===== config.mk =====
export PLATFORM = sky130hd
export DESIGN_NAME = alu_seq
export DESIGN_NICKNAME = d
export VERILOG_FILES = /design/src/rtl/alu_pkg.sv /design/src/rtl/alu_muldiv_iter.sv /design/src/rtl/alu_seq.sv
export SDC_FILE = /design/constraint.sdc
export NUM_CORES = 2
export LEC_CHECK = 0
export ABC_CLOCK_PERIOD_IN_PS = 7200
export CORE_UTILIZATION = 35
export DETAILED_ROUTE_END_ITERATION = 7
export PLACE_DENSITY = 0.56
export RECOVER_POWER = 100
export SETUP_SLACK_MARGIN = 0.05
export SKIP_CTS_REPAIR_TIMING = 1
export SLEW_MARGIN = 20
export SYNTH_ARGS = -nofsm -noshare
export SYNTH_HDL_FRONTEND = slang
export SYNTH_SLANG_ARGS = --single-unit

===== constraint.sdc =====
create_clock -name clk -period 7.2 [get_ports clk]
set_input_delay 1.44 -clock clk [delete_from_list [all_inputs] [get_ports clk]]
set_output_delay 1.44 -clock clk [all_outputs]
set_load 0.02 [all_outputs]

===== src/rtl/alu_pkg.sv =====
// Shared types for the sequential ALU: operation codes, control FSM states
// and small decode helpers used by the top and the test bench.
package alu_pkg;

    localparam int unsigned ALU_FUNCT_W = 4;

    typedef enum logic [ALU_FUNCT_W-1:0] {
        FnLoad = 4'd0,
        FnSum  = 4'd1,
        FnSub  = 4'd2,
        FnAnd  = 4'd3,
        FnXor  = 4'd4,
        FnNot  = 4'd5,
        FnInc  = 4'd6,
        FnOr   = 4'd7,
        FnSll  = 4'd8,
        FnSrl  = 4'd9,
        FnSra  = 4'd10,
        FnMul  = 4'd11,
        FnDiv  = 4'd12,
        FnDivu = 4'd13,
        FnRem  = 4'd14,
        FnRemu = 4'd15
    } alu_funct_e;

    typedef enum logic [2:0] {
        StIdle,
        StMul,
        StDiv,
        StFix,
        StDone
    } alu_state_e;

    function automatic logic is_div_op(alu_funct_e f);
        return f inside {FnDiv, FnDivu, FnRem, FnRemu};
    endfunction

    function automatic logic is_signed_div(alu_funct_e f);
        return f inside {FnDiv, FnRem};
    endfunction

endpackage


===== src/rtl/alu_muldiv_iter.sv =====
// One-bit-per-step multiply (shift-add) and restoring divide on unsigned operands.
// Mul: acc = product, lo = multiplier, op = multiplicand. Div: acc = remainder, lo = quotient.
module alu_muldiv_iter #(
    parameter int unsigned WIDTH = 64
) (
    input  logic             clk,
    input  logic             reset_n,
    input  logic             start,
    input  logic             is_div,
    input  logic             step,
    input  logic [WIDTH-1:0] op_a,
    input  logic [WIDTH-1:0] op_b,
    output logic [WIDTH-1:0] acc,
    output logic [WIDTH-1:0] acc_next,
    output logic [WIDTH-1:0] lo
);

    logic             div_q;
    logic [WIDTH-1:0] acc_q, acc_d;
    logic [WIDTH-1:0] lo_q, lo_d;
    logic [WIDTH-1:0] op_q, op_d;
    logic [WIDTH:0]   trial, diff;

    always_comb begin
        acc_d = acc_q;
        lo_d  = lo_q;
        op_d  = op_q;
        trial = {acc_q, lo_q[WIDTH-1]};
        diff  = trial - {1'b0, op_q};
        if (div_q) begin
            // Borrow out of the trial subtraction means the divisor did not fit.
            if (!diff[WIDTH]) begin
                acc_d = diff[WIDTH-1:0];
                lo_d  = {lo_q[WIDTH-2:0], 1'b1};
            end else begin
                acc_d = trial[WIDTH-1:0];
                lo_d  = {lo_q[WIDTH-2:0], 1'b0};
            end
        end else begin
            if (lo_q[0]) begin
                acc_d = acc_q + op_q;
            end
            op_d = op_q << 1;
            lo_d = lo_q >> 1;
        end
    end

    always_ff @(posedge clk or negedge reset_n) begin
        if (!reset_n) begin
            div_q <= 1'b0;
            acc_q <= '0;
            lo_q  <= '0;
            op_q  <= '0;
        end else if (start) begin
            div_q <= is_div;
            acc_q <= '0;
            lo_q  <= is_div ? op_a : op_b;
            op_q  <= is_div ? op_b : op_a;
        end else if (step) begin
            acc_q <= acc_d;
            lo_q  <= lo_d;
            op_q  <= op_d;
        end
    end

    assign acc      = acc_q;
    assign acc_next = acc_d;
    assign lo       = lo_q;

endmodule


===== src/rtl/alu_seq.sv =====
// Handshaked execute-stage ALU: single-cycle logic/arith/shift ops, iterative MUL/DIV/REM,
// registered result and status flags behind a valid/ready pair.
module alu_seq
    import alu_pkg::*;
#(
    parameter int unsigned WIDTH = 64
) (
    input  logic                   clk,
    input  logic                   reset_n,
    input  logic                   in_valid,
    output logic                   in_ready,
    input  logic [ALU_FUNCT_W-1:0] funct,
    input  logic [WIDTH-1:0]       a,
    input  logic [WIDTH-1:0]       b,
    output logic                   out_valid,
    input  logic                   out_ready,
    output logic [WIDTH-1:0]       result,
    output logic                   overflow,
    output logic                   negative,
    output logic                   zero,
    output logic                   equal,
    output logic                   greater,
    output logic                   less,
    output logic                   div_zero
);

    localparam int unsigned       SHW  = $clog2(WIDTH);
    localparam int unsigned       CNTW = SHW + 1;
    localparam logic [CNTW-1:0]   LAST = CNTW'(WIDTH - 1);
    localparam logic [WIDTH-1:0]  MIN  = {1'b1, {(WIDTH-1){1'b0}}};

    alu_state_e       state_q, state_d, accept_state;
    alu_funct_e       fn, funct_q;
    logic [WIDTH-1:0] a_q, b_q;
    logic [CNTW-1:0]  cnt_q;
    logic             accept, start, step;
    logic             div_op, div_signed, dz, sovf, special;
    logic [WIDTH-1:0] simple_res;
    logic             simple_ovf;
    logic [WIDTH-1:0] mag_a, mag_b;
    logic [WIDTH-1:0] it_acc, it_acc_next, it_lo;
    logic [WIDTH-1:0] quo_fix, rem_fix;
    logic             load, ld_ovf, ld_dz;
    logic [WIDTH-1:0] ld_res, ld_a, ld_b;

    assign fn = alu_funct_e'(funct);

    // Decode, special cases and single-cycle results, all from the live request.
    always_comb begin
        div_op     = is_div_op(fn);
        div_signed = is_signed_div(fn);
        dz         = div_op && (b == '0);
        sovf       = div_signed && (a == MIN) && (b == '1);
        special    = dz || sovf;
        simple_res = '0;
        simple_ovf = 1'b0;
        case (fn)
            FnLoad: simple_res = a;
            FnSum: begin
                simple_res = a + b;
                simple_ovf = (a[WIDTH-1] == b[WIDTH-1]) && (simple_res[WIDTH-1] != a[WIDTH-1]);
            end
            FnSub: begin
                simple_res = a - b;
                simple_ovf = (a[WIDTH-1] != b[WIDTH-1]) && (simple_res[WIDTH-1] != a[WIDTH-1]);
            end
            FnAnd:         simple_res = a & b;
            FnXor:         simple_res = a ^ b;
            FnNot:         simple_res = ~a;
            FnInc:         simple_res = a + WIDTH'(1);
            FnOr:          simple_res = a | b;
            FnSll:         simple_res = a << b[SHW-1:0];
            FnSrl:         simple_res = a >> b[SHW-1:0];
            FnSra:         simple_res = $signed(a) >>> b[SHW-1:0];
            FnDiv, FnDivu: begin
                simple_res = dz ? '1 : a;
                simple_ovf = sovf;
            end
            FnRem, FnRemu: begin
                simple_res = dz ? a : '0;
                simple_ovf = sovf;
            end
            default:       simple_res = '0;
        endcase
        mag_a        = (div_signed && a[WIDTH-1]) ? -a : a;
        mag_b        = (div_signed && b[WIDTH-1]) ? -b : b;
        accept_state = (fn == FnMul) ? StMul : (div_op && !special) ? StDiv : StDone;
    end

    always_ff @(posedge clk or negedge reset_n) begin
        if (!reset_n) begin
            state_q <= StIdle;
        end else begin
            state_q <= state_d;
        end
    end

    always_comb begin
        state_d = state_q;
        unique case (state_q)
            StIdle:  if (accept) state_d = accept_state;
            StMul:   if (cnt_q == LAST) state_d = StDone;
            StDiv:   if (cnt_q == LAST) state_d = StFix;
            StFix:   state_d = StDone;
            StDone:  if (out_ready) state_d = accept ? accept_state : StIdle;
            default: state_d = StIdle;
        endcase
    end

    always_comb begin
        in_ready  = (state_q == StIdle) || ((state_q == StDone) && out_ready);
        out_valid = (state_q == StDone);
        accept    = in_valid && in_ready;
        start     = accept && ((fn == FnMul) || (div_op && !special));
        step      = (state_q == StMul) || (state_q == StDiv);
    end

    alu_muldiv_iter #(
        .WIDTH(WIDTH)
    ) u_iter (
        .clk     (clk),
        .reset_n (reset_n),
        .start   (start),
        .is_div  (div_op),
        .step    (step),
        .op_a    (mag_a),
        .op_b    (mag_b),
        .acc     (it_acc),
        .acc_next(it_acc_next),
        .lo      (it_lo)
    );

    // Sign fix-up: quotient negative when signs differ, remainder follows the dividend.
    always_comb begin
        quo_fix = (is_signed_div(funct_q) && (a_q[WIDTH-1] ^ b_q[WIDTH-1])) ? -it_lo : it_lo;
        rem_fix = (is_signed_div(funct_q) && a_q[WIDTH-1]) ? -it_acc : it_acc;
        load    = 1'b0;
        ld_res  = simple_res;
        ld_a    = a;
        ld_b    = b;
        ld_ovf  = simple_ovf;
        ld_dz   = dz;
        if (accept && !start) begin
            load = 1'b1;
        end else if ((state_q == StMul) && (cnt_q == LAST)) begin
            load   = 1'b1;
            ld_res = it_acc_next;
            ld_a   = a_q;
            ld_b   = b_q;
            ld_ovf = 1'b0;
            ld_dz  = 1'b0;
        end else if (state_q == StFix) begin
            load   = 1'b1;
            ld_res = (funct_q inside {FnRem, FnRemu}) ? rem_fix : quo_fix;
            ld_a   = a_q;
            ld_b   = b_q;
            ld_ovf = 1'b0;
            ld_dz  = 1'b0;
        end
    end

    always_ff @(posedge clk or negedge reset_n) begin
        if (!reset_n) begin
            a_q     <= '0;
            b_q     <= '0;
            funct_q <= FnLoad;
            cnt_q   <= '0;
        end else if (accept) begin
            a_q     <= a;
            b_q     <= b;
            funct_q <= fn;
            cnt_q   <= '0;
        end else if (step) begin
            cnt_q   <= cnt_q + CNTW'(1);
        end
    end

    always_ff @(posedge clk or negedge reset_n) begin
        if (!reset_n) begin
            result   <= '0;
            overflow <= 1'b0;
            negative <= 1'b0;
            zero     <= 1'b0;
            equal    <= 1'b0;
            greater  <= 1'b0;
            less     <= 1'b0;
            div_zero <= 1'b0;
        end else if (load) begin
            result   <= ld_res;
            overflow <= ld_ovf;
            negative <= ld_res[WIDTH-1];
            zero     <= (ld_res == '0);
            equal    <= (ld_a == ld_b);
            greater  <= ($signed(ld_a) > $signed(ld_b));
            less     <= ($signed(ld_a) < $signed(ld_b));
            div_zero <= ld_dz;
        end
    end

endmodule


==> results by group <==
CTS
  • CTS root buf: clkbuf_16
  • Clock Pin Slew Worst Setup and Hold Paths: 0.06 ns
  • Max Buffers Root-to-Sink: 3
  • TritonCTS buffer count: 57
  • H-Tree Depth: 2
  • Worst-skew pair later-pin latency: 0.77 ns
  • CTS tree: done
  • CTS Sinks: 405

Placement
  • Input/output buffers: 208
  • Post-DP HPWL: 343 mm
  • GP Congestion: 1.10

Routing
  • Total number of vias: 77800
  • DRT Wirelength: 425 mm
  • DRT iter0 DRCs: 11300
  • Via/cell ratio: 6.67
  • Wirelength per Cell: 36.4 um
  • Router iterations before antenna repair: 8
  • Antenna viol nets, final: 0
  • Residual DRC: 24

Floorplanning
  • Core box area: 176000 um2
  • Site row count: 154
  • Height of the die: 423 um
  • Die X: 423 um
  • Initial core utilization: 35.3%
  • DIE AREA: 179000 um2
  • # IOs: 209

Critical path
  • Worst path bufs/invs: 4
  • Worst-path cell chain: dlygate4sd3_1 -> buf_4 -> or4_1 -> nor2_1 -> nand2_1 -> nor4_1 -> buf_4 -> and4_1 -> nand4_1 -> nand3_1 -> nand2_1 -> o21ai_4 -> clkbuf_2 -> o211ai_1 -> o21a_1
  • Crit path kind: input pin to flip-flop
  • Data required time of the worst path: 7.83 ns
  • Slowest cell on the critical path: clkbuf_2
  • Critical Path Max Stage Delay: 1.50 ns
  • Critical Path Sink Type: flip-flop
  • Top delay family on crit path: buffers and inverters
  • Worst-path fanout max: 81
  • CP startpoint kind: input pin
  • Arr. time, crit path: 7.81 ns

Synth
  • EDFF count, synth: 0
  • Synth Flop Type: dfrtp_1
  • Avg Cell Area, Syn: 7.05 um2
  • Yosys warnings: 0
  • Number of library cell types mapped by synthesis: 107
  • Synth Register Bits: 405
  • Register area share after synthesis: 16.3%
  • Synth area leader: dfrtp_1
  • Yosys top cell area share: 16.3%
  • Synth area leaders: dfrtp_1 16%, ha_1 8.2%, a21oi_1 7.2%
  • Syn Nets: 9360
  • Netlist area before placement: 62200 um2
  • Ys async rst share: 100%
  • Syn Inst Count: 8813

Power
  • Total Power: 24.0 mW
  • P per Cell Area: 325 nW/um2
  • Pleak: 30.2 nW
  • Worst vdd ir: 0.240 mV

Timing
  • Max_slew headroom: -266%
  • Setup-failing EPs final: 0
  • Final-report max-slew violation count: 519
  • Post-route clock period utilization: 99.7%
  • Max Clk Rate: 0.139 GHz
  • RSZ-0062 raised after global routing: false
  • Clock skew: 0.0618 ns
  • Fin. Hold Viols: 0
  • Measured slew at the worst slew-check pin: 5.48 ns
  • Worst hold margin: 0.473 ns
  • Fin crit period: 7.18 ns

Global routing
  • Met2 usage in global routing: 67.4%
  • First-pass GRT wire length: 585 mm
  • Largest net degree at the start of global routing: 136
  • Met3 usage: 11.7%
  • Gr busiest metal: met2
  • GRT overflow: 0
  • Number of global-route vias before repair: 72500
  • Initial antenna violation count: 37
  • GRT Util Overall: 45.8%
  • Met1 usage: 59.5%

Cells and area
  • Layout cells sized above 1: 14.7%
  • Most common cell after layout, fill and taps aside: nand2_1
  • Most frequent cells in the layout: 965 x nand2_1, 899 x nor2_1, 888 x a21oi_1
  • Fin nets: 9826
  • Area grow syn2layout: 19.1%

Flow run
  • Max cap viols: 7

Hold path
  • Hold Crit Class: flip-flop to flip-flop

Run status
  • Failing checks: design-rule violations, max-capacitance violations, max-slew violations
  • Status: finished, violations left
per-layer routing:
layer	wire length (um)	share of wire (%)
met1	171000	40
met2	176000	41
met3	45100	11
met4	32300	7.6
met5	229	0.054
registers in the layout (all words and copies together) (netlist names):
register / count
state_q: 3
overflow: 1
result: 64
greater: 1
u_iter.lo: 64
zero: 1
a_q: 64
u_iter.op_q: 64
u_iter.acc: 64
div_zero: 1
less: 1
u_iter.div_q: 1
b_q: 64
funct_q: 4
cnt_q: 7
equal: 1
synth_stat cells, drive strengths merged, types with 19 or more instances:
| cell | instances |
|---|---|
| o211ai | 162 |
| o311ai | 19 |
| and4 | 20 |
| clkbuf | 579 |
| o32ai | 22 |
| a22oi | 44 |
| xnor2 | 302 |
| a221o | 21 |
| o21bai | 57 |
| a21boi | 30 |
| nor4 | 112 |
| o31ai | 92 |
| o221ai | 42 |
| a21oi | 891 |
| or3 | 62 |
| a21o | 92 |
| a211oi | 241 |
| or2 | 25 |
| a2111oi | 30 |
| clkinv | 33 |
| o21a | 42 |
| nand2b | 62 |
| nand2 | 971 |
| mux4 | 99 |
| inv | 288 |
| a31oi | 125 |
| mux2 | 98 |
| nand3 | 225 |
| dfrtp | 405 |
| a221oi | 73 |
| buf | 154 |
| and2 | 35 |
| xor2 | 108 |
| o22ai | 66 |
| mux2i | 250 |
| o21ai | 807 |
| nor3 | 204 |
| ha | 407 |
| or4 | 48 |
| nor2b | 70 |
| and3 | 43 |
| nor2 | 907 |
| nand4 | 158 |
| a31o | 19 |
power breakdown:
part           total [mW]  switching (mW)  internal, mW
clock                3.01            1.35          1.66
sequential           4.58            1.25          3.33
combinational        16.5            10.7          5.77
total                24.0            13.3          10.8
layout make-up:
class,count,area (um2)
Tap cell,2340,2930
Clock buffer,71,1560
Multi-Input combinational cell,7354,48300
Timing Repair Buffer,1140,9510
Antenna cell,12,30.0
Sequential cell,405,10100
Clock inverter,34,368
Fill cell,18700,102000
Inverter,321,1210
worst min-delay path, cell delays in order (launching register included):
cell     delay (ns)
dfrtp_1        0.34
nand2_1        0.05
nand2_1        0.05
cell families (layout without fill, tap and decap cells):
group	after synthesis	in the layout	share of synthesized area, %
and+or+nand+nor	3001	3001	22.3
AOI/OAI and AO/OA	3085	3085	31.2
other	0	12	0
DFF	405	405	16.3
xor gates and xnor gates	410	410	5.78
muxes	447	447	9.41
adders and majority gates	411	411	8.32
buffers and inverters	1054	1566	6.68
worst paths after layout:
path / startpoint / end / slack (ns) / cells past startpoint
setup / recovery: a[29] / result[29]$_DFFE_PN0P_ / 0.02 / 15
hold / removal: equal$_DFFE_PN0P_ / equal$_DFFE_PN0P_ / 0.47 / 2
setup reg to reg: cnt_q[0]$_DFFE_PN0P_ / less$_DFFE_PN0P_ / 0.05 / 20
hold reg to reg: equal$_DFFE_PN0P_ / equal$_DFFE_PN0P_ / 0.47 / 2
max in group asynchronous: reset_n / u_iter.lo[5]$_DFFE_PN0P_ / 1.40 / 1
min in group asynchronous: reset_n / result[12]$_DFFE_PN0P_ / 2.70 / 1
stage by stage:
stage / setup WS, ns / TNS [ns] / area (um2) / cells / utilization (%)
3_5_place_dp: -0.469 / -0.952 / 72100 / 11600 / 40.9
2_1_floorplan: 0.0903 / 0 / 62200 / 8813 / -
6_report: 0.0217 / 0 / 74000 / 11700 / 42.0
3_3_place_gp: -0.483 / -0.768 / 72100 / 11600 / 40.9
5_1_grt: 0.0606 / 0 / 74000 / 11700 / 42.0
4_1_cts: 0.316 / 0 / 74000 / 11700 / 42.0
No activity file was read; power rests on OpenSTA's default activity.
